$ cat src/rtl/maze_position_tracker_if.sv
// Handler/renderer-facing bundle for the maze position tracker.
// slave = tracker side (samples handler controls, drives position/status); master = handler/test side.
interface maze_position_tracker_if;
  logic       move_tick;
  logic [7:0] next_count;
  logic [7:0] begin_spot;
  logic [7:0] goal_spot;
  logic       CTRLbtn;
  logic [7:0] count;
  logic [3:0] row;
  logic [4:0] col;
  logic       game_pause;
  logic [1:0] state;
  logic [1:0] lives;
  logic [9:0] steps;
  logic [9:0] best_steps;
  logic       hit_pulse;
  logic       win_pulse;

  modport master (
    output move_tick, next_count, begin_spot, goal_spot, CTRLbtn,
    input  count, row, col, game_pause, state, lives, steps, best_steps, hit_pulse, win_pulse
  );

  modport slave (
    input  move_tick, next_count, begin_spot, goal_spot, CTRLbtn,
    output count, row, col, game_pause, state, lives, steps, best_steps, hit_pulse, win_pulse
  );
endinterface

$ cat src/rtl/maze_position_tracker.sv
// Player cell/lives/steps/best-score tracker with the play/dead/won/over FSM.
// All state updates on the CLK edge sampling move_tick; pulses last one cycle; no backpressure.
module maze_position_tracker #(
  parameter int COLS  = 18,
  parameter int CELLS = 198,
  parameter int START = 181,
  parameter int LIVES = 3
) (
  input  logic                   CLK,
  input  logic                   RESET,
  maze_position_tracker_if.slave bus
);

  typedef enum logic [1:0] {
    PLAY = 2'd0,
    DEAD = 2'd1,
    WON  = 2'd2,
    OVER = 2'd3
  } state_t;

  localparam logic [7:0] WALL     = 8'd255;
  localparam logic [9:0] STEP_MAX = 10'd1023;

  state_t     state_q, state_d;
  logic [7:0] count_q, count_d;
  logic [1:0] lives_q, lives_d;
  logic [9:0] steps_q, steps_d;
  logic [9:0] best_q, best_d;
  logic       pause_q, pause_d;
  logic       hit_q, hit_d;
  logic       win_q, win_d;
  logic [9:0] steps_inc;
  logic       nc_valid;
  logic [3:0] row_c;
  logic [4:0] col_c;

  always_ff @(posedge CLK) begin
    if (RESET) begin
      state_q <= PLAY;
      count_q <= 8'(START);
      lives_q <= 2'(LIVES);
      steps_q <= '0;
      best_q  <= STEP_MAX;
      pause_q <= 1'b1;
      hit_q   <= 1'b0;
      win_q   <= 1'b0;
    end else begin
      state_q <= state_d;
      count_q <= count_d;
      lives_q <= lives_d;
      steps_q <= steps_d;
      best_q  <= best_d;
      pause_q <= pause_d;
      hit_q   <= hit_d;
      win_q   <= win_d;
    end
  end

  always_comb begin
    state_d   = state_q;
    count_d   = count_q;
    lives_d   = lives_q;
    steps_d   = steps_q;
    best_d    = best_q;
    hit_d     = 1'b0;
    win_d     = 1'b0;
    steps_inc = (steps_q == STEP_MAX) ? STEP_MAX : steps_q + 10'd1;
    nc_valid  = (bus.next_count != WALL) && (int'(bus.next_count) < CELLS);

    if (bus.move_tick) begin
      unique case (state_q)
        PLAY: begin
          if (!nc_valid) begin
            count_d = WALL;
            hit_d   = 1'b1;
            // Last life goes straight to OVER so lives settles at zero, never wraps.
            if (lives_q <= 2'd1) begin
              lives_d = 2'd0;
              state_d = OVER;
            end else begin
              lives_d = lives_q - 2'd1;
              state_d = DEAD;
            end
          end else if (bus.next_count != count_q) begin
            count_d = bus.next_count;
            steps_d = steps_inc;
            if (bus.next_count == bus.goal_spot) begin
              state_d = WON;
              win_d   = 1'b1;
              if (steps_inc < best_q) best_d = steps_inc;
            end
          end
        end
        DEAD: begin
          if (nc_valid) begin
            count_d = bus.next_count;
            state_d = PLAY;
          end
        end
        WON, OVER: begin
          if (bus.CTRLbtn) begin
            count_d = 8'(START);
            lives_d = 2'(LIVES);
            steps_d = '0;
            state_d = PLAY;
          end
        end
        default: state_d = PLAY;
      endcase
    end

    pause_d = (state_d == PLAY) || (state_d == DEAD);
  end

  // Row/col by compare chain against multiples of COLS; the last passing compare wins.
  always_comb begin
    row_c = '0;
    col_c = '0;
    if (count_q != WALL) begin
      col_c = 5'(count_q);
      for (int r = 1; r < 16; r++) begin
        if (int'(count_q) >= r * COLS) begin
          row_c = 4'(r);
          col_c = 5'(int'(count_q) - r * COLS);
        end
      end
    end
  end

  assign bus.count      = count_q;
  assign bus.row        = row_c;
  assign bus.col        = col_c;
  assign bus.game_pause = pause_q;
  assign bus.state      = state_q;
  assign bus.lives      = lives_q;
  assign bus.steps      = steps_q;
  assign bus.best_steps = best_q;
  assign bus.hit_pulse  = hit_q;
  assign bus.win_pulse  = win_q;

endmodule
$ cat src/flat_wrapper.sv
// flat-port wrapper written by rule: the top's interface ports become plain ports
module maze_position_tracker_flat 
#(
  parameter int COLS  = 18,
  parameter int CELLS = 198,
  parameter int START = 181,
  parameter int LIVES = 3
)
  (CLK, RESET, bus_move_tick, bus_next_count, bus_begin_spot, bus_goal_spot, bus_CTRLbtn, bus_count, bus_row, bus_col, bus_game_pause, bus_state, bus_lives, bus_steps, bus_best_steps, bus_hit_pulse, bus_win_pulse);
  maze_position_tracker_if bus_i ();
  input  logic CLK;
  input  logic RESET;
  input wire logic [$bits(bus_i.move_tick)-1:0] bus_move_tick;
  input wire logic [$bits(bus_i.next_count)-1:0] bus_next_count;
  input wire logic [$bits(bus_i.begin_spot)-1:0] bus_begin_spot;
  input wire logic [$bits(bus_i.goal_spot)-1:0] bus_goal_spot;
  input wire logic [$bits(bus_i.CTRLbtn)-1:0] bus_CTRLbtn;
  output wire logic [$bits(bus_i.count)-1:0] bus_count;
  output wire logic [$bits(bus_i.row)-1:0] bus_row;
  output wire logic [$bits(bus_i.col)-1:0] bus_col;
  output wire logic [$bits(bus_i.game_pause)-1:0] bus_game_pause;
  output wire logic [$bits(bus_i.state)-1:0] bus_state;
  output wire logic [$bits(bus_i.lives)-1:0] bus_lives;
  output wire logic [$bits(bus_i.steps)-1:0] bus_steps;
  output wire logic [$bits(bus_i.best_steps)-1:0] bus_best_steps;
  output wire logic [$bits(bus_i.hit_pulse)-1:0] bus_hit_pulse;
  output wire logic [$bits(bus_i.win_pulse)-1:0] bus_win_pulse;
  assign bus_i.move_tick = bus_move_tick;
  assign bus_i.next_count = bus_next_count;
  assign bus_i.begin_spot = bus_begin_spot;
  assign bus_i.goal_spot = bus_goal_spot;
  assign bus_i.CTRLbtn = bus_CTRLbtn;
  assign bus_count = bus_i.count;
  assign bus_row = bus_i.row;
  assign bus_col = bus_i.col;
  assign bus_game_pause = bus_i.game_pause;
  assign bus_state = bus_i.state;
  assign bus_lives = bus_i.lives;
  assign bus_steps = bus_i.steps;
  assign bus_best_steps = bus_i.best_steps;
  assign bus_hit_pulse = bus_i.hit_pulse;
  assign bus_win_pulse = bus_i.win_pulse;
  maze_position_tracker #(.COLS(COLS), .CELLS(CELLS), .START(START), .LIVES(LIVES)) u_core (.CLK(CLK), .RESET(RESET), .bus(bus_i));
endmodule
$ cat config.mk
export PLATFORM = sky130hd
export DESIGN_NAME = maze_position_tracker_flat
export DESIGN_NICKNAME = d
export VERILOG_FILES = /design/src/rtl/maze_position_tracker_if.sv /design/src/rtl/maze_position_tracker.sv /design/src/flat_wrapper.sv
export SDC_FILE = /design/constraint.sdc
export NUM_CORES = 1
export LEC_CHECK = 0
export ABC_AREA = 1
export ABC_CLOCK_PERIOD_IN_PS = 2700
export CAP_MARGIN = 10
export CORE_UTILIZATION = 52
export DETAILED_ROUTE_END_ITERATION = 12
export GPL_TIMING_DRIVEN = 0
export PLACE_DENSITY_LB_ADDON = 0.25
export SETUP_SLACK_MARGIN = 0.02
export SYNTH_ARGS = -nofsm -noshare
export SYNTH_HDL_FRONTEND = slang
export SYNTH_SLANG_ARGS = --single-unit
$ cat constraint.sdc
create_clock -name CLK -period 2.7 [get_ports CLK]
set_input_delay 0.27 -clock CLK [delete_from_list [all_inputs] [get_ports CLK]]
set_output_delay 0.27 -clock CLK [all_outputs]
set_load 0.01 [all_outputs]
## After elaboration in Yosys (flattened, before gate mapping)

Cells that the tools add are included.

| word-level totals | value |
|---|---|
| register bits | 35 |
| latch bits | 0 |
| memory bits (writable) | 0 |
| ROM bits | 0 |
| bits of input ports | 28 |
| logic and storage cells | 126 |
| memories kept | 0 |

| operators by class | value |
|---|---|
| add/subtract/negate cells | 16 |
| multiply operators | 0 |
| divide/modulo/power cells | 0 |
| $lt $le $gt $ge | 17 |
| equal/unequal tests | 15 |
| shift operators | 0 |
| mux-type cells | 54 |
| bitwise operators | 4 |
| reduce and logical (&&, ||, !) cells | 12 |

Operator list:

| operator | number |
|---|---|
| $mux W5 | 15 |
| $ge A8 B8 Y1 const B | 7 |
| $mux W10 | 4 |
| $sub A5 B5 Y5 const B | 8 |
| $ge A8 B7 Y1 const B | 4 |
| $mux W4 | 8 |
| $mux W8 | 4 |
| $mux W2 | 12 |
| $pmux W8 S3 | 1 |
| $pmux W10 S2 | 1 |
| $ge A8 B6 Y1 const B | 2 |
| $ne A8 B8 Y1 const B | 2 |
| $sub A5 B4 Y5 const B | 3 |
| $mux W3 | 4 |
| $add A10 B1 Y10 const B | 1 |
| $eq A10 B10 Y1 const B | 1 |
| $lt A10 B10 Y1 | 1 |
| $sub A5 B3 Y5 const B | 2 |
| $eq A8 B8 Y1 | 1 |
| $ge A8 B5 Y1 const B | 1 |
| $lt A8 B8 Y1 const B | 1 |
| $ne A8 B8 Y1 | 1 |
| $reduce_and A4 Y1 | 2 |
| $ne A2 B1 Y1 const B | 3 |
| 20 further kinds | 29 |

## Logic depth before layout (Yosys ltp)

| depth | value |
|---|---|
| depth after elaboration | 16 |
| mapped depth | 24 |
| depth with buffers taken out | 23 |

## Least setup slack after synthesis

No wires, ideal clock.

| path | value |
|---|---|
| kind | reg-to-reg |
| from | register u_core.steps_q[0] (netlist: u_core.bus.steps[0]) |
| to | register u_core.best_q[0] (netlist: u_core.bus.best_steps[0]) |
| library setup time | 119 ps |
| data arrival time | 2,501 ps |
| required time | 2,581 ps |
| path slack | 80 ps |
| cell stages (with the launch flop) | 19 |
| cells stage by stage | dfxtp_1 ha_1 nand2_2 nor3_2 nand2_1 nor2_2 nand3_4 inv_1 nor2_1 inv_1 ha_1 nand2_1 nor2_1 a211oi_1 o21a_1 o21ai_2 buf_6 a21oi_1 o21ai_2 |

| on the way | value |
|---|---|
| word-level cells in the longest chain between the ends | 4 |

RTL lines:

| item | RTL line | source |
|---|---|---|
| start, declared | maze_position_tracker.sv:27 | `logic [9:0] steps_q, steps_d;` |
| start signal, assigned | maze_position_tracker.sv:51 | `steps_q <= steps_d;` |
| $add A10 B1 Y10 / $eq A10 B10 Y1 (equally long branches) | maze_position_tracker.sv:67 | `steps_inc = (steps_q == STEP_MAX) ? STEP_MAX : steps_q + 10'd1;` |
| $mux W10 (*) | maze_position_tracker.sv:67 |  |
| named net u_core.steps_inc[5] | maze_position_tracker.sv:32 | `logic [9:0] steps_inc;` |
| $lt A10 B10 Y1 (*) | maze_position_tracker.sv:90 | `if (steps_inc < best_q) best_d = steps_inc;` |
| $reduce_and A6 Y1 (no line) (*) | -- |  |
| end signal, assigned | maze_position_tracker.sv:52 | `best_q <= best_d;` |
| end, declared | maze_position_tracker.sv:28 | `logic [9:0] best_q, best_d;` |

The timed path passes the listed nets; every way through them passes the cells marked *.
A chain may end at the register's enable or synchronous reset.

## Final worst setup path

| path | value |
|---|---|
| from | register u_core.count_q[3] (netlist: u_core.bus.count[3]) |
| to | output bus_col[1] |

| on the way | value |
|---|---|
| word-level cells in the longest chain between the ends | 16 |

RTL lines:

| item | RTL line | source |
|---|---|---|
| start, declared | maze_position_tracker.sv:25 | `logic [7:0] count_q, count_d;` |
| start signal, assigned | maze_position_tracker.sv:40 | `count_q <= 8'(START);` |
| start signal, assigned | maze_position_tracker.sv:49 | `count_q <= count_d;` |
| $ge A8 B5 Y1 | maze_position_tracker.sv:122 | `if (int'(count_q) >= r * COLS) begin` |
| $mux W5 (14 in series) | maze_position_tracker.sv:122 |  |
| $mux W5 (*) | maze_position_tracker.sv:119 | `if (count_q != WALL) begin` |
| end, declared | flat_wrapper.sv:20 | `output wire logic [$bits(bus_i.col)-1:0] bus_col;` |

Mark *: on every way between the ends. The rest lies on a longest branch, timed or not.

==> impl_metrics.ini <==
[layout]
final_core_util = 0.8312
final_nets = 704
drive_gt1_frac = 0.3017
areaGrowthSynthToFinish_pct = 52.96
fillCellCount = 371
antenna_cells = 0

[power_and_ir_drop]
peakVddDrop_mv = 0.3133
p_leak_nw = 2.308
power_density_mw_per_mm2 = 370.5

[clock_network]
holdBufCountCts = 0
cts_tree = done
cts_buffer_depth = 2
cts_sinks = 35
clk_pin_slew_ns = 0.08
cts_buffers = 5
cts_root_buf = clkbuf_8
h-tree-depth = 2
clk_latency_ns = 0.29

[routing]
antenna_left = 0
finalWirelength_mm = 13.50
drt-initial-drc-count = 622
dr_wl_met3_mm = 1.500
dr.pass1.iters = 7
wl_met2_mm = 6.016
wl_per_cell_microns = 18.55
drc = 0
routed-via-count = 4558
viasPerCell = 6.261
maxUsedRoutingLayer = met4
wl_met1_mm = 4.886

[min_path]
min_path_cells = 2
hold_class = register to register

[global_routing]
grt_usage = 0.3481
grt_max_degree = 12
grt_antenna_before_repair = 0
gr-total-overflow = 0
grt_pass1_vias = 3769
grt_pass1_wl_mm = 17.69

[logic_synthesis]
syn_nets = 586
synth.distinct_cells = 41
netlist_instances = 535
synth_common_cells = nand2_1 (163), inv_1 (72), a21oi_1 (55)
ys_seq_area_frac = 0.2152
synth_top_area_frac = 0.2152
ys_ff_latch = 35
ys.flop_type = dfxtp_1
synthTopCellsByArea = dfxtp_1 (22%), nand2_1 (19%), ha_1 (8.8%)
synth_top_area_cell = dfxtp_1
synth_warnings = 0
syn-cell-area_sq_mm = 0.003256
postSynthAreaPerCell_sq_um = 6.085
synth_most_common_cell = nand2_1
async_flop_share = 0
synth_edf_count = 0

[sta]
rsz0062_at_grt = yes
max_freq_mhz = 333.6
setup_viol = 18
max_slew_margin = 0.4822
tightestPinTransition_ns = 0.7739
fin_worst_skew_ns = 0.01308
min_period_ns = 2.998
maxSlewViolCount = 0
setup_tns_ns = -1.464
finalCritPeriodShare = 1.110
setup_ws_ns = -0.2977
hold_violations = 0

[critical_path]
crit_type = register to primary output
critPathLaunchType = register
cp_slowest_cell = dfxtp_4
arrival_ns = 2.73
critPathMostFrequentCell = nand2_1
rr_worst_depth = 16
cp_max_fo = 5
crit_chain = buf_12 > inv_12 > buf_4 > buf_6 > nand2_4 > nand2_2 > nand3b_1 > nand2_2 > a21oi_2 > nor2_1 > nor2_1 > o21ai_1 > nand2_1 > nand2_1 > nand2_1 > nand2_1 > nand2_1 > nand2_2 > nor2_1 > nor2_2 > buf_2
worstSetupEndpointType = primary output
worstPathRequired_ns = 2.43
cpPeakStageDelay_ns = 0.38

[run_status]
violations = negative setup slack
status = complete, but fails checks

[floorplanning]
dieArea_sq_mm = 0.006581
core_sq_mm = 0.005991
rows = 28
boundaryPins = 72
start_util = 0.5434
die_h_microns = 81.13
die_width_microns = 81.13

[flow_run]
drv_cap = 0

[placement]
gp_congestion = 0.9858
port-buffer-count = 63
dpl.hpwl_mm = 7.357
routing by layer:
layer	global-route usage	up-vias
met5	0	-
met4	0.1571	0
met3	0.05955	157
met2	0.5899	426
met1	0.4283	1993
li1	-	1982
sequential cells by signal (all words and copies together), names as in the netlist:
signal,count
u_core.bus.game_pause,1
u_core.bus.win_pulse,1
u_core.bus.count,8
u_core.bus.state,2
u_core.bus.best_steps,10
u_core.bus.steps,10
u_core.bus.hit_pulse,1
u_core.bus.lives,2
through the flow:
stage                     instance area, sq um  total power, mW  std cells  hold WS (ns)  setup slack [ns]
after floorplan                           3256           0.9423        535        0.4113           0.08031
after global placement                    3980            1.173        673        0.4732           -0.7013
after detailed placement                  3980            1.180        673        0.4807           -0.7077
after CTS                                 4592            1.733        711        0.4993           -0.1360
after global routing                      4980            1.930        728        0.5141           -0.4098
final                                     4980            1.845        728        0.4991           -0.2977
area by class of cell:
cell class	count	area, sq um	share of cell area
Multi-Input combinational cell	410	2633	0.5286
Timing Repair Buffer	111	1001	0.2010
Sequential cell	35	732.0	0.1470
Inverter	80	332.8	0.06683
Tap cell	75	93.84	0.01884
Buffer	10	81.33	0.01633
Clock buffer	5	68.82	0.01382
Clock inverter	2	37.54	0.007538
layout by cell type, fill, tap and decap left out, drive strengths merged:
master / synthesis / routed
nand4: 14 / 14
o21a: 1 / 1
a21oi: 56 / 56
inv: 80 / 78
nor3: 2 / 2
or2: 9 / 9
nor2: 44 / 44
clkdlybuf4s50: 0 / 57
o211ai: 10 / 10
xor2: 5 / 5
o31ai: 1 / 1
nand3: 21 / 21
o32ai: 1 / 1
clkbuf: 4 / 10
o21bai: 1 / 1
nand2: 166 / 166
o21ai: 35 / 35
nor4: 2 / 2
and2: 1 / 1
dlygate4sd2: 0 / 1
nand3b: 1 / 1
ha: 23 / 23
o2111ai: 1 / 1
clkinvlp: 0 / 3
a211oi: 3 / 3
dfxtp: 35 / 35
bufinv: 0 / 1
a31oi: 6 / 6
xnor2: 7 / 7
buf: 6 / 58
what timing repair did:
action / 4_1_cts / 5_1_grt
setup endpoints to repair: 18 / 17
cloned: 0 / 1
pin swaps: 23 / 33
setup buffers: 31 / 16
resized for setup: 106 / 69
kinds of logic after synthesis:
kind of cell / Yosys count / synth area share
buffers and inverters: 90 / 0.1118
and+or+nand+nor: 260 / 0.3424
xor gates and xnor gates: 12 / 0.03228
DFF: 35 / 0.2152
adders and majority gates: 23 / 0.08839
AOI/OAI and AO/OA: 115 / 0.2098
report_power, final:
part	internal (mW)	leakage, nW	switching (mW)
sequential	0.534	0.290	0.0395
clock	0.270	0.0502	0.193
combinational	0.335	1.97	0.474
critical path, delay by kind of cell, from the launching register on:
kind	cells	cell delay (ns)
compound gates	2	0.23
flops	1	0.38
simple gates	14	1.26
buf+inv	5	0.57
worst paths after layout:
kind	start	to	slack, ns
max reg2reg	u_core.bus.steps[1]	u_core.bus.best_steps[5]	-0.06
max	u_core.bus.count[3]	bus_col[1]	-0.30
min	u_core.bus.steps[4]	u_core.bus.steps[4]	0.50
min reg2reg	u_core.bus.steps[4]	u_core.bus.steps[4]	0.50
No activity file was read; power rests on OpenSTA's default activity.
